===== src/rtl/fsk4_frame_sync.sv =====
// Frame synchroniser for 4-FSK hard symbols: dibit mapping, error-tolerant sync hunt, payload byte packing.
// Optional CRC-8 check of the last payload byte is enabled by defining FSK4_FRAME_CRC8_CHECK_EN.
module fsk4_frame_sync #(
  parameter logic [15:0] SYNC_WORD     = 16'h1ACF,
  parameter int          PAYLOAD_BYTES = 16,
  parameter int          MAX_ERR       = 1
) (
  input  logic              clk,
  input  logic              reset,
  input  logic signed [7:0] sym_in,
  input  logic              sym_valid,
  output logic [7:0]        byte_out,
  output logic              byte_valid,
  output logic              frame_start,
  output logic              frame_done,
  output logic              locked,
  output logic              sym_err,
  output logic              crc_ok,
  output logic [7:0]        led
);

  localparam logic [7:0] LAST_BYTE = 8'(PAYLOAD_BYTES);
  localparam logic [4:0] ERR_LIMIT = 5'(MAX_ERR);
  localparam logic [3:0] SYNC_SYMS = 4'd8;

  typedef enum logic {HUNT, PAYLOAD} state_t;

  function automatic logic [4:0] popcount16(input logic [15:0] v);
    logic [4:0] cnt;
    cnt = 5'd0;
    for (int i = 0; i < 16; i++) cnt = cnt + 5'(v[i]);
    return cnt;
  endfunction

`ifdef FSK4_FRAME_CRC8_CHECK_EN
  function automatic logic [7:0] crc8_byte(input logic [7:0] v);
    logic [7:0] c;
    c = v;
    for (int i = 0; i < 8; i++) c = c[7] ? ((c << 1) ^ 8'h07) : (c << 1);
    return c;
  endfunction
`endif

  state_t      state_q, state_d;
  logic [15:0] shift_q, shift_d;
  logic [3:0]  hunt_cnt_q, hunt_cnt_d;
  logic [1:0]  sym_cnt_q, sym_cnt_d;
  logic [5:0]  byte_sr_q, byte_sr_d;
  logic [7:0]  byte_cnt_q, byte_cnt_d;
  logic [7:0]  first_byte_q, first_byte_d;
  logic [7:0]  byte_out_q, byte_out_d;
  logic        byte_valid_q, byte_valid_d;
  logic        frame_start_q, frame_start_d;
  logic        frame_done_q, frame_done_d;
  logic        locked_q, locked_d;
  logic        sym_err_q, sym_err_d;
  logic [7:0]  led_q, led_d;
`ifdef FSK4_FRAME_CRC8_CHECK_EN
  logic [7:0]  crc_q, crc_d;
  logic        crc_ok_q, crc_ok_d;
`endif

  logic [1:0]  dibit;
  logic        sym_bad;
  logic [15:0] shift_next;
  logic [3:0]  hunt_cnt_next;
  logic        sync_hit;
  logic [7:0]  byte_new;
  logic [7:0]  byte_cnt_inc;
  logic [7:0]  led_src;

  // Slicer thresholds sit midway between the ideal levels, so off-grid values still map
  always_comb begin
    if (sym_in >= 8'sd2)       dibit = 2'b01;
    else if (sym_in >= 8'sd0)  dibit = 2'b00;
    else if (sym_in >= -8'sd2) dibit = 2'b10;
    else                       dibit = 2'b11;
    sym_bad = !((sym_in == 8'sd3) || (sym_in == 8'sd1) ||
                (sym_in == -8'sd1) || (sym_in == -8'sd3));
    shift_next    = {shift_q[13:0], dibit};
    hunt_cnt_next = (hunt_cnt_q == SYNC_SYMS) ? hunt_cnt_q : hunt_cnt_q + 4'd1;
    sync_hit      = popcount16(shift_next ^ SYNC_WORD) <= ERR_LIMIT;
    byte_new      = {byte_sr_q, dibit};
    byte_cnt_inc  = byte_cnt_q + 8'd1;
    led_src       = (byte_cnt_q == 8'd0) ? byte_new : first_byte_q;
  end

  always_comb begin
    state_d       = state_q;
    shift_d       = shift_q;
    hunt_cnt_d    = hunt_cnt_q;
    sym_cnt_d     = sym_cnt_q;
    byte_sr_d     = byte_sr_q;
    byte_cnt_d    = byte_cnt_q;
    first_byte_d  = first_byte_q;
    byte_out_d    = byte_out_q;
    byte_valid_d  = 1'b0;
    frame_start_d = 1'b0;
    frame_done_d  = 1'b0;
    locked_d      = locked_q;
    sym_err_d     = 1'b0;
    led_d         = led_q;
`ifdef FSK4_FRAME_CRC8_CHECK_EN
    crc_d         = crc_q;
    crc_ok_d      = crc_ok_q;
`endif
    if (sym_valid) begin
      sym_err_d = sym_bad;
      case (state_q)
        HUNT: begin
          shift_d    = shift_next;
          hunt_cnt_d = hunt_cnt_next;
          if ((hunt_cnt_next == SYNC_SYMS) && sync_hit) begin
            state_d       = PAYLOAD;
            frame_start_d = 1'b1;
            locked_d      = 1'b1;
            sym_cnt_d     = 2'd0;
            byte_cnt_d    = 8'd0;
`ifdef FSK4_FRAME_CRC8_CHECK_EN
            crc_d         = 8'd0;
`endif
          end
        end
        PAYLOAD: begin
          sym_cnt_d = sym_cnt_q + 2'd1;
          byte_sr_d = byte_new[5:0];
          if (sym_cnt_q == 2'd3) begin
            byte_out_d   = byte_new;
            byte_valid_d = 1'b1;
            byte_cnt_d   = byte_cnt_inc;
            if (byte_cnt_q == 8'd0) first_byte_d = byte_new;
`ifdef FSK4_FRAME_CRC8_CHECK_EN
            crc_d = crc8_byte(crc_q ^ byte_new);
`endif
            // Last byte closes the frame and forces a fresh 8-symbol hunt
            if (byte_cnt_inc == LAST_BYTE) begin
              frame_done_d = 1'b1;
              locked_d     = 1'b0;
              state_d      = HUNT;
              hunt_cnt_d   = 4'd0;
              shift_d      = 16'd0;
`ifdef FSK4_FRAME_CRC8_CHECK_EN
              crc_ok_d = (crc_q == byte_new);
              if (crc_q == byte_new) led_d = led_src;
`else
              led_d = led_src;
`endif
            end
          end
        end
        default: state_d = HUNT;
      endcase
    end
  end

  always_ff @(posedge clk or negedge reset) begin
    if (!reset) begin
      state_q       <= HUNT;
      shift_q       <= 16'd0;
      hunt_cnt_q    <= 4'd0;
      sym_cnt_q     <= 2'd0;
      byte_sr_q     <= 6'd0;
      byte_cnt_q    <= 8'd0;
      first_byte_q  <= 8'd0;
      byte_out_q    <= 8'd0;
      byte_valid_q  <= 1'b0;
      frame_start_q <= 1'b0;
      frame_done_q  <= 1'b0;
      locked_q      <= 1'b0;
      sym_err_q     <= 1'b0;
      led_q         <= 8'd0;
`ifdef FSK4_FRAME_CRC8_CHECK_EN
      crc_q         <= 8'd0;
      crc_ok_q      <= 1'b1;
`endif
    end else begin
      state_q       <= state_d;
      shift_q       <= shift_d;
      hunt_cnt_q    <= hunt_cnt_d;
      sym_cnt_q     <= sym_cnt_d;
      byte_sr_q     <= byte_sr_d;
      byte_cnt_q    <= byte_cnt_d;
      first_byte_q  <= first_byte_d;
      byte_out_q    <= byte_out_d;
      byte_valid_q  <= byte_valid_d;
      frame_start_q <= frame_start_d;
      frame_done_q  <= frame_done_d;
      locked_q      <= locked_d;
      sym_err_q     <= sym_err_d;
      led_q         <= led_d;
`ifdef FSK4_FRAME_CRC8_CHECK_EN
      crc_q         <= crc_d;
      crc_ok_q      <= crc_ok_d;
`endif
    end
  end

  assign byte_out    = byte_out_q;
  assign byte_valid  = byte_valid_q;
  assign frame_start = frame_start_q;
  assign frame_done  = frame_done_q;
  assign locked      = locked_q;
  assign sym_err     = sym_err_q;
  assign led         = led_q;
`ifdef FSK4_FRAME_CRC8_CHECK_EN
  assign crc_ok      = crc_ok_q;
`else
  assign crc_ok      = 1'b1;
`endif

endmodule


===== config.mk =====
export PLATFORM = sky130hd
export DESIGN_NAME = fsk4_frame_sync
export DESIGN_NICKNAME = d
export VERILOG_FILES = /design/src/rtl/fsk4_frame_sync.sv
export SDC_FILE = /design/constraint.sdc
export NUM_CORES = 1
export LEC_CHECK = 0
export ABC_AREA = 0
export CAP_MARGIN = 40
export CORE_MARGIN = 3
export CORE_UTILIZATION = 42
export DETAILED_ROUTE_END_ITERATION = 10
export HOLD_SLACK_MARGIN = 0.08
export SLEW_MARGIN = 20
export SYNTH_ARGS = -nofsm -noshare
export SYNTH_HDL_FRONTEND = slang
export SYNTH_SLANG_ARGS = --single-unit

===== constraint.sdc =====
create_clock -name clk -period 6.8 [get_ports clk]
set_input_delay 0.68 -clock clk [delete_from_list [all_inputs] [get_ports clk]]
set_output_delay 0.68 -clock clk [all_outputs]
set_load 0.05 [all_outputs]

== Yosys cells after proc, flatten, opt, wreduce, memory -nomap -nowiden ==
Index checks and enable logic that the tools add are counted.
Storage, ports and cells
  memory bits (writable): 0
  ROM bits: 0
  latch bits: 0
  memories: 0
  bits in registers: 64
Cells by class
  eq/ne operators: 11
  order comparisons: 4
  bitwise logic cells: 2
  mux-type cells: 34
  shift operators: 0
  multiply operators: 0
  reduce and logical (&&, ||, !) cells: 13
  add/subtract/negate cells: 18
  div/mod/pow operators: 0
Operators by type and width (number)
  adder 5 x 1 -> 5 bit: 11
  two-way mux 14 bit: 2
  one-hot mux 14 bit (2 select lines): 1
  two-way mux 8 bit: 3
  two-way mux 1 bit: 17
  equality test 8 x 3 -> 1 bit, second input constant: 2
  one-hot mux 8 bit (2 select lines): 1
  two-way mux 4 bit: 3
  NOT 9 bit: 1
  AND reduction 3 bit: 3
  adder 8 x 1 -> 8 bit, second input constant: 1
  equality test 4 bit, second input constant: 2
  equality test 8 x 1 -> 1 bit, second input constant: 1
  equality test 8 x 2 -> 1 bit, second input constant: 1
  equality test 8 x 5 -> 1 bit, second input constant: 1
  >= comparator 8 x 1 -> 1 bit, second input constant: 1
  >= comparator 8 x 2 -> 1 bit, second input constant: 1
  >= comparator 8 x 3 -> 1 bit, second input constant: 1
  logical NOT 8 bit: 1
  one-hot mux 4 bit (2 select lines): 1
  AND reduction 4 bit: 2
  two-way mux 2 bit: 3
  adder 4 x 1 -> 5 bit: 1
  less-or-equal comparator 5 x 1 -> 1 bit, second input constant: 1
  other kinds (15): 20

== Longest topological paths before layout ==
  word-level depth: 25
  depth in mapped cells: 17

== Worst setup path after synthesis ==
No wires, ideal clock.
  path type: input -> register
  start: input sym_in[4]
  end: register byte_cnt_q[7]
  path buffers: 1
  arrival: 4727 ps
  slack: 1939 ps
  cell stages on the path: 17
  required time: 6667 ps
  cells stage by stage: nor3_1 > nand2_1 > o22ai_1 > fa_1 > fa_1 > fa_1 > inv_1 > fa_1 > inv_1 > ha_1 > fa_1 > nor4_1 > o211ai_1 > a211oi_2 > and2_1 > buf_4 > o211ai_1
On the way
  cells in the longest elaborated chain, start to end: 24
Ends and longest elaborated chain
  start: declaration: RTL line 10  | input logic signed [7:0] sym_in,
  >= comparator 8 x 2 -> 1 bit: RTL line 76  | else if (sym_in >= -8'sd2) dibit = 2'b10;
  two-way mux 1 bit: RTL line 76
  two-way mux 2 bit: RTL line 75  | else if (sym_in >= 8'sd0) dibit = 2'b00;
  two-way mux 2 bit *: RTL line 74  | if (sym_in >= 8'sd2) dibit = 2'b01;
  NOT 9 bit (no line) *
  adder 1 x 1 -> 2 bit *: RTL line 31  | for (int i = 0; i < 16; i++) cnt = cnt + 5'(v[i]);
  adder 2 x 1 -> 3 bit *: RTL line 31
  adder 3 x 1 -> 4 bit *: RTL line 31
  adder 4 x 1 -> 5 bit *: RTL line 31
  adder 5 x 1 -> 5 bit * (11 in series): RTL line 31
  less-or-equal comparator 5 x 1 -> 1 bit *: RTL line 82  | sync_hit = popcount16(shift_next ^ SYNC_WORD) <= ERR_LIMIT;
  logical AND 1 bit *: RTL line 113  | if ((hunt_cnt_next == SYNC_SYMS) && sync_hit) begin
  inequality test 2 bit (no line) *
  AND reduction 3 bit (no line) *
  end signal: assignment: RTL line 182  | byte_cnt_q <= byte_cnt_d;
  end: declaration: RTL line 49  | logic [7:0] byte_cnt_q, byte_cnt_d;
Mark *: on every way between the ends. The rest lies on a longest branch, timed or not.
A chain may end at the register's enable or synchronous reset.

== Final worst setup path ==
  start: input sym_in[7]
  end: register byte_cnt_q[7]
Same word-level chain as after synthesis.

==> impl_metrics.env <==
export IMPL_slowest_stage="fa_1"
export IMPL_die_width_um=95.3
export IMPL_rows=31
export IMPL_tightest_slew_ps=748
export IMPL_grt_pass1_vias=2198
export IMPL_cp_cell_sequence="clkdlybuf4s50_1 -> nor3_1 -> nand2_1 -> o22ai_1 -> fa_1 -> fa_1 -> fa_1 -> inv_1 -> fa_1 -> inv_1 -> ha_1 -> fa_1 -> nor4_1 -> o211ai_1 -> a211oi_2 -> and2_1 -> o211ai_1"
export IMPL_slew_headroom_pct=50.0
export IMPL_cts_tree="built"
export IMPL_muxShareOfSynthArea_pct=10.3
export IMPL_place_gp_congestion=0.759
export IMPL_synth_top_area_share_pct=47.8
export IMPL_vias=2245
export IMPL_synth_compound_area_share_pct=10.6
export IMPL_wl_um=6120
export IMPL_dpl_hpwl_um=4200
export IMPL_overflow=0
export IMPL_nFillCells=695
export IMPL_synth_enable_flop_cells=0
export IMPL_clockBufferDepth=2
export IMPL_setup_violations=0
export IMPL_worst_setup_path_end_kind="flip-flop"
export IMPL_hold_path_class="input pin to async pin"
export IMPL_synth_top_family_by_area="simple AND/OR/NAND/NOR gates"
export IMPL_fin_crit_ps=5440
export IMPL_setup_tns_ps=0
export IMPL_antenna_left=0
export IMPL_crit_path_max_fanout=9
export IMPL_die_area_um2=9090
export IMPL_postLayoutCoreUtil_pct=52.2
export IMPL_seq_area_um2=1600
export IMPL_numCtsBuffers=9
export IMPL_place_ws_ps=956
export IMPL_antenna_cells=0
export IMPL_slew_violations=0
export IMPL_crit_family="adder cells"
export IMPL_netlist_area_um2=3350
export IMPL_clock_fmax_mhz=184
export IMPL_core_um2=7490
export IMPL_layoutNonFillerInstCount=443
export IMPL_p_leak_nw=1.83
export IMPL_cp_arrival_ps=5640
export IMPL_grt_max_degree=65
export IMPL_drive_above_1_share_pct=16.3
export IMPL_ys_warn_count=0
export IMPL_synth_area_top_cells="dfrtp_1 48%, nand2_1 6.3%, fa_1 6.0%"
export IMPL_synth_most_common_cell="dfrtp_1"
export IMPL_portBuffers=31
export IMPL_grt_usage_pct=14.9
export IMPL_ios=33
export IMPL_multiInputGateArea_um2=1510
export IMPL_rsz0062_at_grt="no"
export IMPL_ys_ff_latch=64
export IMPL_clockRootBuffer="clkbuf_8"
export IMPL_die_h_um=95.3
export IMPL_htreeDepth=3
export IMPL_cp_required_ps=7000
export IMPL_cp_start_kind="input pin"
export IMPL_synth_largest_area_cell="dfrtp_1"
export IMPL_r2r_start="shift_q[2]"
export IMPL_ys_flop_type="dfrtp_1"
export IMPL_powerDensity_nw_per_um2=437
export IMPL_initialDrtViolationCount=90
export IMPL_synth_xor_area_share_pct=0.784
export IMPL_cts_sinks=64
export IMPL_grt_pass1_wl_um=10400
export IMPL_post_cts_resized=0
export IMPL_clkLatencyLatePin_ps=330
export IMPL_clk_pin_slew_worst_paths_ps=70
export IMPL_crit_path_frequent_cell="fa_1"
export IMPL_wl_per_cell_um=13.8
export IMPL_synthAdderAreaFrac_pct=9.71
export IMPL_post_route_period_util_pct=80.0
export IMPL_criticalPathCategory="input pin to flip-flop"
export IMPL_start_util_pct=44.8
export IMPL_status="finished, final reports clean"
export IMPL_areaGrowthSynthToFinish_pct=16.7
export IMPL_antenna_found_initial=0
export IMPL_first_pass_iters=4
export IMPL_ys_top_cells_by_count="64 x dfrtp_1, 56 x nand2_1, 30 x inv_1"
export IMPL_ir_drop_uv=320
export IMPL_synth_nets=342
export IMPL_placed_cells=427
export IMPL_drc_errors=0
export IMPL_post_cts_buffers=0
export IMPL_drt_vias_per_instance=5.07
export IMPL_cp_num_buf_inv=3
export IMPL_nets=371
export IMPL_fin_skew_ps=6.60
export IMPL_synth_simple_area_share_pct=13.6
export IMPL_cp_startpoint="sym_in[7]"
export IMPL_final_hold_violation_count=0
export IMPL_ys_async_sr_fraction_pct=100
export IMPL_ys_seq_area_share_pct=47.8
export IMPL_maxCapViolCount=0
export IMPL_hold_ws_ps=290
export IMPL_yosys_cell_types_count=55
export IMPL_ctsHoldBuffers=0
export IMPL_cp_slowest_stage_delay_ps=520
export IMPL_fin_ws_ps=1360
export IMPL_netlist_instances=311
export IMPL_synth_avg_cell_area_um2=10.8
==> layout by cell type (no fill, tap or decap), drive strengths merged, types with 4 or more instances in the layout <==
master,count
dfrtp,64
nand2,56
inv,31
clkdlybuf4s50,30
mux2,25
o22ai,13
nand3,12
fa,10
ha,10
o21ai,10
clkbuf,9
o211ai,7
nor2,7
o31ai,5
or3,5
buf,5
clkinv,4
==> worst register-to-register path: stages, from the launching register on <==
cell	delay, ps
dfrtp_1	420
fa_1	580
fa_1	440
fa_1	510
inv_1	50
fa_1	470
inv_1	40
ha_1	190
fa_1	450
nor4_1	230
o211ai_1	140
a211oi_2	220
and2_1	390
o211ai_1	160
==> sequential cells by signal, summed over array words and instances (netlist names) <==
| register | cells |
|---|---|
| sym_err | 1 |
| byte_sr_q | 6 |
| first_byte_q | 8 |
| frame_start | 1 |
| byte_valid | 1 |
| byte_out | 8 |
| sym_cnt_q | 2 |
| hunt_cnt_q | 4 |
| shift_q | 14 |
| byte_cnt_q | 8 |
| led | 8 |
| state_q | 1 |
| locked | 1 |
| frame_done | 1 |
==> cell type report <==
| type | count | share of cell area, % |
|---|---|---|
| flip-flops and latches | 64 | 40.9 |
| multi-input cells | 199 | 38.7 |
| repair buffers | 35 | 9.47 |
| clock buffers | 9 | 3.17 |
| well taps | 99 | 3.17 |
| inverters | 31 | 2.98 |
| clock inverters | 6 | 1.57 |
==> stage by stage <==
| step | total power [mW] | cell area (µm²) |
|---|---|---|
| CTS | 1.74 | 3880 |
| floorplan | 1.23 | 3350 |
| global route | 1.92 | 3910 |
| global placement | 1.39 | 3670 |
| detailed placement | 1.42 | 3700 |
| finish | 1.71 | 3910 |
==> where the power goes <==
| part | internal, mW | switching, mW | total, mW |
|---|---|---|---|
| registers | 0.471 | 0.0854 | 0.556 |
| clock network | 0.166 | 0.145 | 0.311 |
| logic | 0.369 | 0.474 | 0.844 |
==> kinds of logic (layout without fill, tap and decap cells) <==
group | after synthesis | after routing
xor gates and xnor gates | 3 | 3
DFF | 64 | 64
and+or+nand+nor | 96 | 96
AOI/OAI and AO/OA | 52 | 52
buffers and inverters | 48 | 81
muxes | 27 | 27
adders and majority gates | 20 | 20
other | 1 | 1
==> final timing paths <==
check	end	slack, ps	depth (start not counted)
max	byte_cnt_q[7]	1360	17
min	byte_cnt_q[3]	290	2
max reg2reg	byte_cnt_q[7]	2390	13
min reg2reg	byte_out[7]	470	2
max in group asynchronous	byte_sr_q[2]	6010	3
min in group clk	byte_out[7]	470	2
==> routing by layer <==
| metal | wire (µm) | track usage (%) |
|---|---|---|
| met3 | 247 | 3.39 |
| met2 | 2890 | 23.6 |
| met1 | 2940 | 19.7 |
| met5 | 0 | 0 |
| met4 | 46 | 6.13 |
Note: power is estimated with default switching activity, not from simulation.
